$ cat src/rtl/gray_frame_scheduler.sv
// gray_frame_scheduler: streams one frame from a source to a destination memory, optionally converting RGB444 to gray
module gray_frame_scheduler #(
  parameter int H_PIX  = 320,
  parameter int V_PIX  = 240,
  parameter int ADDR_W = 17
) (
  input  logic              clk,
  input  logic              reset_n,
  input  logic              start,
  input  logic              abort,
  input  logic [1:0]        mode,
  output logic              busy,
  output logic              done,
  output logic              rd_en,
  output logic [ADDR_W-1:0] rd_addr,
  input  logic [11:0]       rd_data,
  output logic              wr_en,
  output logic [ADDR_W-1:0] wr_addr,
  output logic [11:0]       wr_data,
  input  logic              wr_ready
);
  localparam logic [ADDR_W-1:0] LAST = ADDR_W'(H_PIX * V_PIX - 1);
  typedef enum logic [1:0] {IDLE, RUN, DRAIN, DONE} state_t;
  state_t state, nxt;
  logic [1:0] mode_q, count, load;
  logic infl, pop, flush, wp, rp;
  logic [ADDR_W-1:0] infl_addr;
  logic [11:0] sum, px;
  logic [3:0] y;
  logic [ADDR_W+11:0] mem [2];
  logic [ADDR_W+11:0] head;
  assign busy = state != IDLE;
  assign done = state == DONE;
  assign flush = abort && (state == RUN || state == DRAIN);
  assign head = mem[rp];
  assign wr_en = count != 2'd0;
  assign wr_addr = wr_en ? head[ADDR_W+11:12] : '0;
  assign wr_data = wr_en ? head[11:0] : '0;
  assign pop = wr_en && wr_ready;
  // entries still held after this cycle's write, plus the read whose data lands next
  assign load = count - {1'b0, pop} + {1'b0, infl};
  assign rd_en = state == RUN && load < 2'd2;
  assign sum = 12'd77 * {8'd0, rd_data[11:8]} + 12'd150 * {8'd0, rd_data[7:4]} + 12'd29 * {8'd0, rd_data[3:0]};
  assign y = 4'(sum >> 8);
  assign px = mode_q == 2'd1 ? {y, y, y} : mode_q == 2'd2 ? {8'h00, y} : rd_data;
  always_comb begin
    nxt = state;
    case (state)
      IDLE:    nxt = (start && !abort) ? RUN : IDLE;
      RUN:     nxt = abort ? IDLE : (rd_en && rd_addr == LAST) ? DRAIN : RUN;
      DRAIN:   nxt = abort ? IDLE : (pop && wr_addr == LAST) ? DONE : DRAIN;
      default: nxt = IDLE;
    endcase
  end
  always_ff @(posedge clk or negedge reset_n)
    if (!reset_n) begin
      state     <= IDLE;
      mode_q    <= '0;
      rd_addr   <= '0;
      infl      <= 1'b0;
      infl_addr <= '0;
    end else begin
      state     <= nxt;
      mode_q    <= (state == IDLE && start && !abort) ? mode : mode_q;
      rd_addr   <= (nxt != RUN && nxt != DRAIN) ? '0 : (rd_en && rd_addr != LAST) ? rd_addr + 1'b1 : rd_addr;
      infl      <= rd_en && !flush;
      infl_addr <= rd_addr;
    end
  // two-entry skid buffer; head drives the write port directly so it holds while stalled
  always_ff @(posedge clk or negedge reset_n)
    if (!reset_n) begin
      count  <= '0;
      wp     <= 1'b0;
      rp     <= 1'b0;
      mem[0] <= '0;
      mem[1] <= '0;
    end else begin
      count <= flush ? '0 : count + {1'b0, infl} - {1'b0, pop};
      wp    <= flush ? 1'b0 : wp ^ infl;
      rp    <= flush ? 1'b0 : rp ^ pop;
      if (infl && !flush) mem[wp] <= {infl_addr, px};
    end
endmodule

$ cat config.mk
export PLATFORM = sky130hd
export DESIGN_NAME = gray_frame_scheduler
export DESIGN_NICKNAME = d
export VERILOG_FILES = /design/src/rtl/gray_frame_scheduler.sv
export SDC_FILE = /design/constraint.sdc
export NUM_CORES = 1
export LEC_CHECK = 0
export BUFFER_PORTS_ARGS = -buffer_cell sky130_fd_sc_hd__buf_2
export CORE_ASPECT_RATIO = 1.5
export CORE_MARGIN = 1
export CORE_UTILIZATION = 50
export DETAILED_ROUTE_END_ITERATION = 10
export GPL_TIMING_DRIVEN = 1
export PLACE_DENSITY = 0.66
export SLEW_MARGIN = 30
export SYNTH_ARGS = -nofsm -noshare
export SYNTH_HDL_FRONTEND = slang
export SYNTH_SLANG_ARGS = --single-unit
$ cat constraint.sdc
create_clock -name clk -period 8.56 [get_ports clk]
set_clock_uncertainty 0.15 [all_clocks]
set_input_delay 0.428 -clock clk [delete_from_list [all_inputs] [get_ports clk]]
set_output_delay 0.428 -clock clk [all_outputs]
set_load 0.01 [all_outputs]
==> results.yml, run 1 <==
yosys:
  synth.top_cell.area_share: 0.398
  synth-edff-count: 0
  synthArstFlopShare: 1.00
  ys_types: 58
  seq_area_frac_synth: 0.398
  syn_avg_cell_area_um2: 9.36
  post_synth_inst_count: 678
  synth-seq-cells: 101
  syn_nets: 770
  synthesis.area_um2: 6340
  synth_ff_type: "dfrtp_1"
  synth_top_area_cell: "dfrtp_1"
  synth_warnings: 0
  synth_area_leaders: "dfrtp_1 40%, ha_1 10%, nand2_1 8.2%"
power:
  powerDensity_nw_per_um2: 273
  irDropWorstVdd_v: 0.000140
  p_leak_nw: 3.67
timing:
  timing.final.hold_violations: 0
  fmax_mhz: 183
  setup_viol_count_final: 0
  tightest_slew_ns: 0.829
  max_slew_margin: 0.448
  period_share: 0.640
  layout_min_cycle_time_ns: 5.48
  finalHoldWorstSlack_ns: 0.187
  setup-tns-final_ns: 0
  rsz0062_at_grt: "false"
  setup_slack_ns: 3.08
  drv_slew: 0
floorplan:
  fp-row-count: 50
  die_w_um: 94.0
  die_y_um: 140
  floorplan.initialDensity: 0.510
  core_region_area_um2: 12400
  die-area_um2: 13200
  ios: 69
clocking:
  cts_tree: "yes"
  cts_sinks: 101
  clkLatencyLatePin_ns: 0.34
  cts_hold_buf: 1
  cts_buffers: 9
  h-tree-depth: 3
  cts_buffer_depth: 2
  cts_resized: 0
  post_cts_buffers: 0
  clkTransAtPathRegs_ns: 0.07
  cts_root_buffer: "clkbuf_16"
finish:
  final_cell_mix: "139 x nand2_1, 101 x dfrtp_1, 67 x buf_2, 63 x inv_1"
  final_nets: 831
  drive_above_1_share: 0.152
  layout_commonest_cell: "nand2_1"
  stdcell_area_um2: 7140
  final_cells: 900
  areaGrowthSynthToFinish_pct: 12.5
  diodes: 0
worst_hold_path:
  hp-class: "input pin to register"
  hold_end: "mode_q[0]"
  min_from: "mode[0]"
  hold_depth: 2
critical_path:
  endpoint_kind: "register"
  reg2reg_from: "rp"
  reg2regPathDepth: 7
  cp_max_fo: 7
  reg2reg_to: "rd_addr[4]"
  arrival_ns: 5.53
  r2r_slack_ns: 5.05
  cp.required_ns: 8.61
  worstSetupPathType: "input pin to register"
  startpoint_type: "input pin"
drt:
  route.detailed.drc: 0
  ant_nets: 0
  via_per_inst: 5.62
  wl_um: 15200
  drtIter0Drc: 338
  via_count: 5055
  first_pass_iters: 4
  routedWlPerCell_um: 16.9
global_route:
  grt_pass1_vias: 5074
  busiest_layer: "met2"
  antenna_found_initial: 0
  grt_usage: 0.248
  grt_overflow: 0
  met3_usage: 0.0429
  met1_usage: 0.277
  grt_util_met2: 0.449
  grt_max_degree: 59
  grt_pass1_wl_um: 24900
placement:
  place.gp.congestion: 0.916
  dp.cells: 883
  io_buffers: 68
  place_area_um2: 6810
  hpwlAfterDp_um: 11500
  post-place-ws_ns: 2.76
status:
  status: "completed"
run:
  maxCapViolCount: 0
Yosys cell counts (8+ instances only):
master,number
nand4_1,8
ha_1,51
nor3_1,17
mux2i_1,30
inv_1,63
xnor2_1,25
a21oi_1,30
nor2_1,53
o21ai_0,16
clkbuf_1,16
dfrtp_1,101
fa_1,22
nand2_1,139
a31oi_1,10
a21oi_2,10
critical path, stage by stage:
cell and delay [ns]:
buf_2 0.16, ha_1 0.30, inv_1 0.05, fa_1 0.53, inv_1 0.05, ha_1 0.23
a21o_1 0.16, a21oi_1 0.17, xnor2_1 0.14, ha_1 0.25, ha_1 0.29, inv_1 0.07
fa_1 0.43, fa_1 0.54, inv_1 0.04, ha_1 0.29, nand3_1 0.13, nor3_1 0.41
o21ai_0 0.24, and4_1 0.23, a21oi_1 0.24, a31oi_1 0.14
where the power goes:
group | total, mW | internal [mW] | switching (mW)
clock network | 0.418 | 0.244 | 0.174
registers | 0.611 | 0.553 | 0.0575
logic | 0.921 | 0.360 | 0.561
through the flow:
stage / power, mW / util
after global routing: 2.11 / 0.573
after global placement: 1.52 / 0.547
after CTS: 1.97 / 0.573
final: 1.95 / 0.573
after floorplan: 1.28 / -
after detailed placement: 1.55 / 0.547
sequential cells by signal, indices dropped and copies added (netlist names), 2 cells and up:
name	cells
count	2
infl_addr	17
mode_q	2
mem	58
rd_addr	17
state	2
how the worst max path moves through the flow:
stage / start / to / cells after the start
floorplan: rd_data[6] / mem[33] / 21
global placement: rd_data[6] / mem[33] / 22
detailed placement: rd_data[6] / mem[4] / 22
CTS: rd_data[6] / mem[4] / 22
global route: rd_data[6] / mem[39] / 22
finish: rd_data[6] / mem[40] / 22
area by class of cell:
class / count / area, um2
fillers: 1095 / 5310
multi-input cells: 487 / 3460
flip-flops and latches: 101 / 2530
repair buffers: 76 / 405
clock buffers: 12 / 256
inverters: 64 / 240
well taps: 156 / 195
clock inverters: 4 / 55.1
kinds of logic after synthesis:
| kind of cell | synth area share |
|---|---|
| buffers and inverters | 0.0576 |
| AND/OR/NAND/NOR | 0.190 |
| adder cells (fa/ha/maj) | 0.170 |
| AO/OA/AOI/OAI | 0.0888 |
| multiplexers | 0.0544 |
| flip-flops | 0.398 |
| XOR/XNOR | 0.0408 |
per-layer routing:
layer / wire [um] / vias up
li1: - / 2382
met1: 5600 / 2494
met2: 8270 / 139
met3: 746 / 40
met4: 597 / 0
met5: 0 / -
No activity file was read; power rests on OpenSTA's default activity.
==> run 2, diff against run 1 <==
--- a/config.mk
+++ b/config.mk
@@ -5,13 +5,14 @@
 export SDC_FILE = /design/constraint.sdc
 export NUM_CORES = 1
 export LEC_CHECK = 0
+export ABC_AREA = 1
 export BUFFER_PORTS_ARGS = -buffer_cell sky130_fd_sc_hd__buf_2
 export CORE_ASPECT_RATIO = 1.5
 export CORE_MARGIN = 1
 export CORE_UTILIZATION = 50
 export DETAILED_ROUTE_END_ITERATION = 10
 export GPL_TIMING_DRIVEN = 1
-export PLACE_DENSITY = 0.66
+export PLACE_DENSITY = 0.68
 export SLEW_MARGIN = 30
 export SYNTH_ARGS = -nofsm -noshare
 export SYNTH_HDL_FRONTEND = slang
==> constraint.sdc (replaced) <==
create_clock -name clk -period 4.5 [get_ports clk]
set_clock_uncertainty 0.15 [all_clocks]
set_input_delay 0.225 -clock clk [delete_from_list [all_inputs] [get_ports clk]]
set_output_delay 0.225 -clock clk [all_outputs]
set_load 0.01 [all_outputs]
==> run 2 against run 1 <==
Sequential share of layout area shrank 2.7 points. Highest routed layer unchanged. Die area grew 2.9%. Critical path depth shrank 1. Clock power grew 94%. Core utilization grew 3.8 points. Register-to-register slack lost 3.5 ns. Worst hold slack lost 0.11 ns. Synthesized cell count grew 20%. Worst setup slack lost 2.9 ns. Sequential cell count is the same.
==> results.yml, run 2 <==
status:
  status: "completed"
finish:
  diodes: 0
  final_nets: 993
  largest_reg_flops: 58
  final_cells: 1062
  drive_above_1_share: 0.211
  areaGrowthSynthToFinish_pct: 18.2
  layout_commonest_cell: "nand2_1"
  stdcell_area_um2: 7720
  top_register: "mem"
  num-fill-cells: 1156
  reg_top3: "mem (58), infl_addr (17), rd_addr (17)"
  final_cell_mix: "239 x nand2_1, 122 x inv_1, 100 x dfrtp_1, 65 x buf_2, 50 x nor2_1"
critical_path:
  r2r_slack_ns: 1.54
  arrival_ns: 4.47
  cp.required_ns: 4.61
  endpoint_kind: "register"
  worstSetupPathType: "input pin to register"
  startpoint_type: "input pin"
  crit_start: "rd_data[6]"
  reg2reg_from: "state[0]"
  cp_max_fo: 3
worst_hold_path:
  min_from: "start"
  hp-class: "input pin to register"
timing:
  setup_viol_count_final: 0
  timing.final.hold_violations: 0
  fmax_mhz: 229
  rsz0062_at_grt: "true"
  tightest_slew_ns: 0.915
  setup-tns-final_ns: 0
  period_share: 0.969
  max_slew_margin: 0.388
  layout_min_cycle_time_ns: 4.36
  setup_slack_ns: 0.141
  drv_slew: 0
floorplan:
  die-area_um2: 13500
  die_w_um: 95.3
  floorplan.initialDensity: 0.517
  die_y_um: 142
  core_region_area_um2: 12600
  ios: 69
  fp-row-count: 50
drt:
  route.detailed.drc: 0
  first_pass_iters: 4
  drtIter0Drc: 203
  wl_um: 14800
  via_count: 5350
  routedWlPerCell_um: 13.9
  ant_nets: 0
  via_per_inst: 5.04
global_route:
  grt_overflow: 0
  grt_max_degree: 67
  grt_usage: 0.238
  grt_pass1_wl_um: 24700
  grt_pass1_vias: 5216
  antenna_found_initial: 0
placement:
  dp.cells: 1042
  io_buffers: 68
  place_area_um2: 7150
  place.gp.congestion: 0.869
  post-place-ws_ns: -0.385
  hpwlAfterDp_um: 10900
yosys:
  ys_types: 37
  synth-edff-count: 0
  seq_area_frac_synth: 0.387
  synth-seq-cells: 101
  post_synth_inst_count: 814
  synth_warnings: 0
  synth_top_area_cell: "dfrtp_1"
  syn_nets: 906
  synthesis.area_um2: 6530
  ys_top_cells_by_count: "246 x nand2_1, 132 x inv_1, 101 x dfrtp_1"
  synth_area_leaders: "dfrtp_1 39%, nand2_1 14%, ha_1 9.8%"
  syn_avg_cell_area_um2: 8.02
  synth.top_cell.area_share: 0.387
  synth_ff_type: "dfrtp_1"
  synth.most_common_cell: "nand2_1"
  synthArstFlopShare: 1.00
clocking:
  cts_buffer_depth: 2
  cts_sinks: 101
  clkTransAtPathRegs_ns: 0.07
  cts_root_buffer: "clkbuf_16"
  clkLatencyLatePin_ns: 0.34
  cts_tree: "yes"
  h-tree-depth: 3
  cts_buffers: 9
power:
  powerDensity_nw_per_um2: 584
  irDropWorstVdd_v: 0.000274
  p_leak_nw: 4.04
  finalPower_mw: 4.51
run:
  maxCapViolCount: 0
run 2: cell types whose count changed after synthesis, moves of 13 or more:
cell	delta
nor3_1	-15
nand2_1	+107
nand3_1	+25
o21ai_0	+26
xnor2_1	-22
inv_1	+69
nor2_4	+13
mux2i_1	-30
run 2: what timing repair did:
item                                    CTS  global route
gates resized for setup                   3            49
hold endpoints to repair                 67             0
hold buffers                              3             0
buffers inserted                          0             1
endpoints found under the setup margin    4            24
pin swaps                                 0            33
run 2: final timing paths:
path                                  to  cells past startpoint
setup / recovery                 mem[37]                     21
hold / removal                 mode_q[1]                      4
setup reg to reg                 mem[49]                      8
hold reg to reg            infl_addr[15]                      0
max in group asynchronous             rp                      3
min in group asynchronous         mem[0]                      2
run 2: where the power goes:
part / total [mW] / internal, mW / switching, mW
logic: 2.39 / 0.996 / 1.40
registers: 1.30 / 1.13 / 0.166
clock network: 0.813 / 0.446 / 0.367
total: 4.51 / 2.58 / 1.93
run 2: metrics by stage:
stage	utilization	hold WS (ns)
floorplan	-	-0.221
global placement	0.566	0.239
detailed placement	0.566	0.248
CTS	0.594	0.0380
global route	0.611	0.0804
finish	0.611	0.0730
run 2: cells by family after synthesis:
logic type | share of synthesized area
simple gates | 0.257
fa+ha+maj | 0.165
flops | 0.387
compound gates | 0.0743
buf+inv | 0.0987
xor+xnor | 0.0174
run 2: final cells by class:
class	count	area [um2]	area share
clock buffers	9	225	0.0292
clock inverters	7	93.8	0.0122
well taps	156	195	0.0253
flip-flops and latches	101	2530	0.328
repair buffers	97	592	0.0767
inverters	135	512	0.0663
multi-input cells	557	3570	0.463
run 2: routing by layer:
metal | wire [um] | GRT usage | part of all wire
met1 | 6480 | 0.295 | 0.44
met5 | 0 | 0 | 0
met4 | 338 | 0.0861 | 0.023
met2 | 7710 | 0.421 | 0.52
met3 | 263 | 0.0240 | 0.018
run 2: worst max-delay path, cell delays in order:
cell	delay (ns)
buf_8	0.10
ha_4	0.25
inv_2	0.03
fa_2	0.53
inv_2	0.06
ha_4	0.23
ha_1	0.28
fa_1	0.51
inv_1	0.05
fa_1	0.47
inv_1	0.05
fa_1	0.47
ha_4	0.30
nand2_1	0.07
nor2_1	0.08
o21ai_1	0.08
nand2_2	0.10
nor2_2	0.05
nand3b_1	0.19
buf_4	0.19
a31oi_1	0.16
==> run 3, diff against run 2 <==
--- a/config.mk
+++ b/config.mk
@@ -6,13 +6,16 @@
 export NUM_CORES = 1
 export LEC_CHECK = 0
 export ABC_AREA = 1
+export ABC_CLOCK_PERIOD_IN_PS = 4500
 export BUFFER_PORTS_ARGS = -buffer_cell sky130_fd_sc_hd__buf_2
+export CELL_PAD_IN_SITES_DETAIL_PLACEMENT = 1
+export CELL_PAD_IN_SITES_GLOBAL_PLACEMENT = 1
 export CORE_ASPECT_RATIO = 1.5
 export CORE_MARGIN = 1
-export CORE_UTILIZATION = 50
+export CORE_UTILIZATION = 40
 export DETAILED_ROUTE_END_ITERATION = 10
 export GPL_TIMING_DRIVEN = 1
-export PLACE_DENSITY = 0.68
+export PLACE_DENSITY = 0.73
 export SLEW_MARGIN = 30
 export SYNTH_ARGS = -nofsm -noshare
 export SYNTH_HDL_FRONTEND = slang
==> run 3 against run 2 <==
Worst setup slack got worse by 0.072 ns. Non-clock buffer count rose by 5. Core utilization decreased by 10 points. Critical path depth grew 3. Wire length rose by 24%. Largest cell class unchanged.
==> results.yml, run 3 (synthesis results as in run 2) <==
status:
  status: "completed"
finish:
  final_cells: 1114
  top_register: "mem"
  layout_commonest_cell: "nand2_1"
  final_cell_mix: "222 x nand2_1, 121 x inv_1, 101 x dfrtp_1, 65 x buf_2, 47 x nor2_1"
  reg_top3: "mem (58), infl_addr (17), rd_addr (17)"
  largest_reg_flops: 58
  areaGrowthSynthToFinish_pct: 22.1
  diodes: 0
  drive_above_1_share: 0.246
  final_nets: 998
floorplan:
  die_w_um: 106
  ios: 69
  die-area_um2: 16900
  fp-row-count: 56
  floorplan.initialDensity: 0.414
  die_y_um: 158
  core_region_area_um2: 15800
critical_path:
  reg2reg_from: "count[1]"
  reg2regPathDepth: 15
  r2r_slack_ns: 1.47
  cp_max_fo: 3
  reg2reg_to: "rd_addr[9]"
  worstSetupPathType: "input pin to register"
  startpoint_type: "input pin"
  endpoint_kind: "register"
  arrival_ns: 4.57
  cp.required_ns: 4.64
clocking:
  clkLatencyLatePin_ns: 0.35
  cts_tree: "yes"
  cts_sinks: 101
  h-tree-depth: 3
  cts_buffers: 9
  clkTransAtPathRegs_ns: 0.08
  cts_root_buffer: "clkbuf_16"
  cts_buffer_depth: 2
placement:
  dp.cells: 1089
  post-place-ws_ns: -0.478
  hpwlAfterDp_um: 13100
  place.gp.congestion: 0.859
  io_buffers: 68
power:
  irDropWorstVdd_v: 0.000285
  p_seq_frac: 0.263
  finalPower_mw: 4.87
  combPwrFrac: 0.576
  powerDensity_nw_per_um2: 610
  internal_power_mw: 2.69
  clkPwrFrac: 0.161
  p_sw_frac: 0.448
  netSwitchingPower_mw: 2.18
  p_leak_nw: 4.08
timing:
  timing.final.hold_violations: 0
  tightest_slew_ns: 0.889
  setup_slack_ns: 0.0690
  rsz0062_at_grt: "true"
  max_slew_margin: 0.407
  drv_slew: 0
  period_share: 0.985
  setup_viol_count_final: 0
  layout_min_cycle_time_ns: 4.43
  fmax_mhz: 226
worst_hold_path:
  hold_depth: 4
  hold_end: "mode_q[1]"
  hp-class: "input pin to register"
  min_from: "start"
global_route:
  grt_usage: 0.220
  grt_pass1_wl_um: 29000
  grt_max_degree: 67
  grt_overflow: 0
  grt_pass1_vias: 5917
  antenna_found_initial: 0
drt:
  routedWlPerCell_um: 16.5
  route.detailed.drc: 0
  first_pass_iters: 6
  via_count: 5545
  wl_um: 18400
  ant_nets: 0
  via_per_inst: 4.98
  drtIter0Drc: 159
run:
  maxCapViolCount: 0
run 3: repair_timing:
action / CTS / global route
resized for setup: 29 / 64
hold buffers: 3 / 0
pin swaps: 18 / 42
hold endpoints to repair: 67 / 0
endpoints found under the setup margin: 23 / 24
setup buffers: 4 / 2
run 3: power by group through the flow:
stage          clock network, mW  logic [mW]  registers [mW]
2_1_floorplan                  0        1.58            1.25
3_3_place_gp                   0        2.19            1.29
3_5_place_dp                   0        2.28            1.30
4_1_cts                    0.801        2.49            1.28
5_1_grt                    0.833        3.10            1.31
6_report                   0.783        2.80            1.28
run 3: final cells by class:
class,count,area (um2)
fill,1906,7790
multi-input combinational,557,3740
sequential,101,2530
timing repair buffer,102,629
inverter,135,514
tap,203,254
clock buffer,9,225
clock inverter,7,81.3
run 3: per-stage QoR:
step | hold WS, ns | TNS [ns] | area (um2) | utilization
floorplan | -0.221 | 0 | 6560 | -
global placement | 0.215 | -7.40 | 7210 | 0.457
detailed placement | 0.247 | -9.87 | 7210 | 0.457
CTS | 0.0399 | 0 | 7690 | 0.488
global route | 0.0835 | -1.90 | 7980 | 0.506
finish | 0.0391 | 0 | 7980 | 0.506
run 3: metal layers:
| metal | up-vias | routed length (um) | GRT usage | part of all wire |
|---|---|---|---|---|
| met5 | - | 0 | 0 | 0 |
| met4 | 0 | 311 | 0.0529 | 0.017 |
| met1 | 2747 | 7780 | 0.267 | 0.42 |
| met3 | 19 | 347 | 0.0221 | 0.019 |
| li1 | 2707 | - | - | - |
| met2 | 72 | 9950 | 0.414 | 0.54 |
run 3: worst max-delay path by stage:
stage          slack (ns)  endpoint  cells past startpoint  startpoint
2_1_floorplan       0.009   mem[36]                     22  rd_data[6]
6_report             0.07   mem[40]                     24  rd_data[7]
4_1_cts             0.008   mem[10]                     28  rd_data[7]
5_1_grt             -0.14   mem[40]                     27  rd_data[7]
3_5_place_dp        -0.48    mem[7]                     23  rd_data[7]
3_3_place_gp        -0.41   mem[40]                     23  rd_data[7]
run 3: worst max-delay path: stages:
cell,delay (ns)
buf_8,0.10
ha_4,0.26
inv_4,0.03
fa_2,0.53
inv_2,0.05
ha_4,0.27
ha_4,0.19
fa_1,0.52
inv_1,0.06
fa_1,0.49
inv_1,0.06
fa_1,0.55
ha_4,0.22
nand2_2,0.08
a21oi_1,0.08
o21ai_1,0.16
nand2_1,0.10
nor2_1,0.12
nand3_1,0.09
nand2_2,0.08
nand2_2,0.07
nand2_2,0.10
nand2_1,0.06
nand2_1,0.07
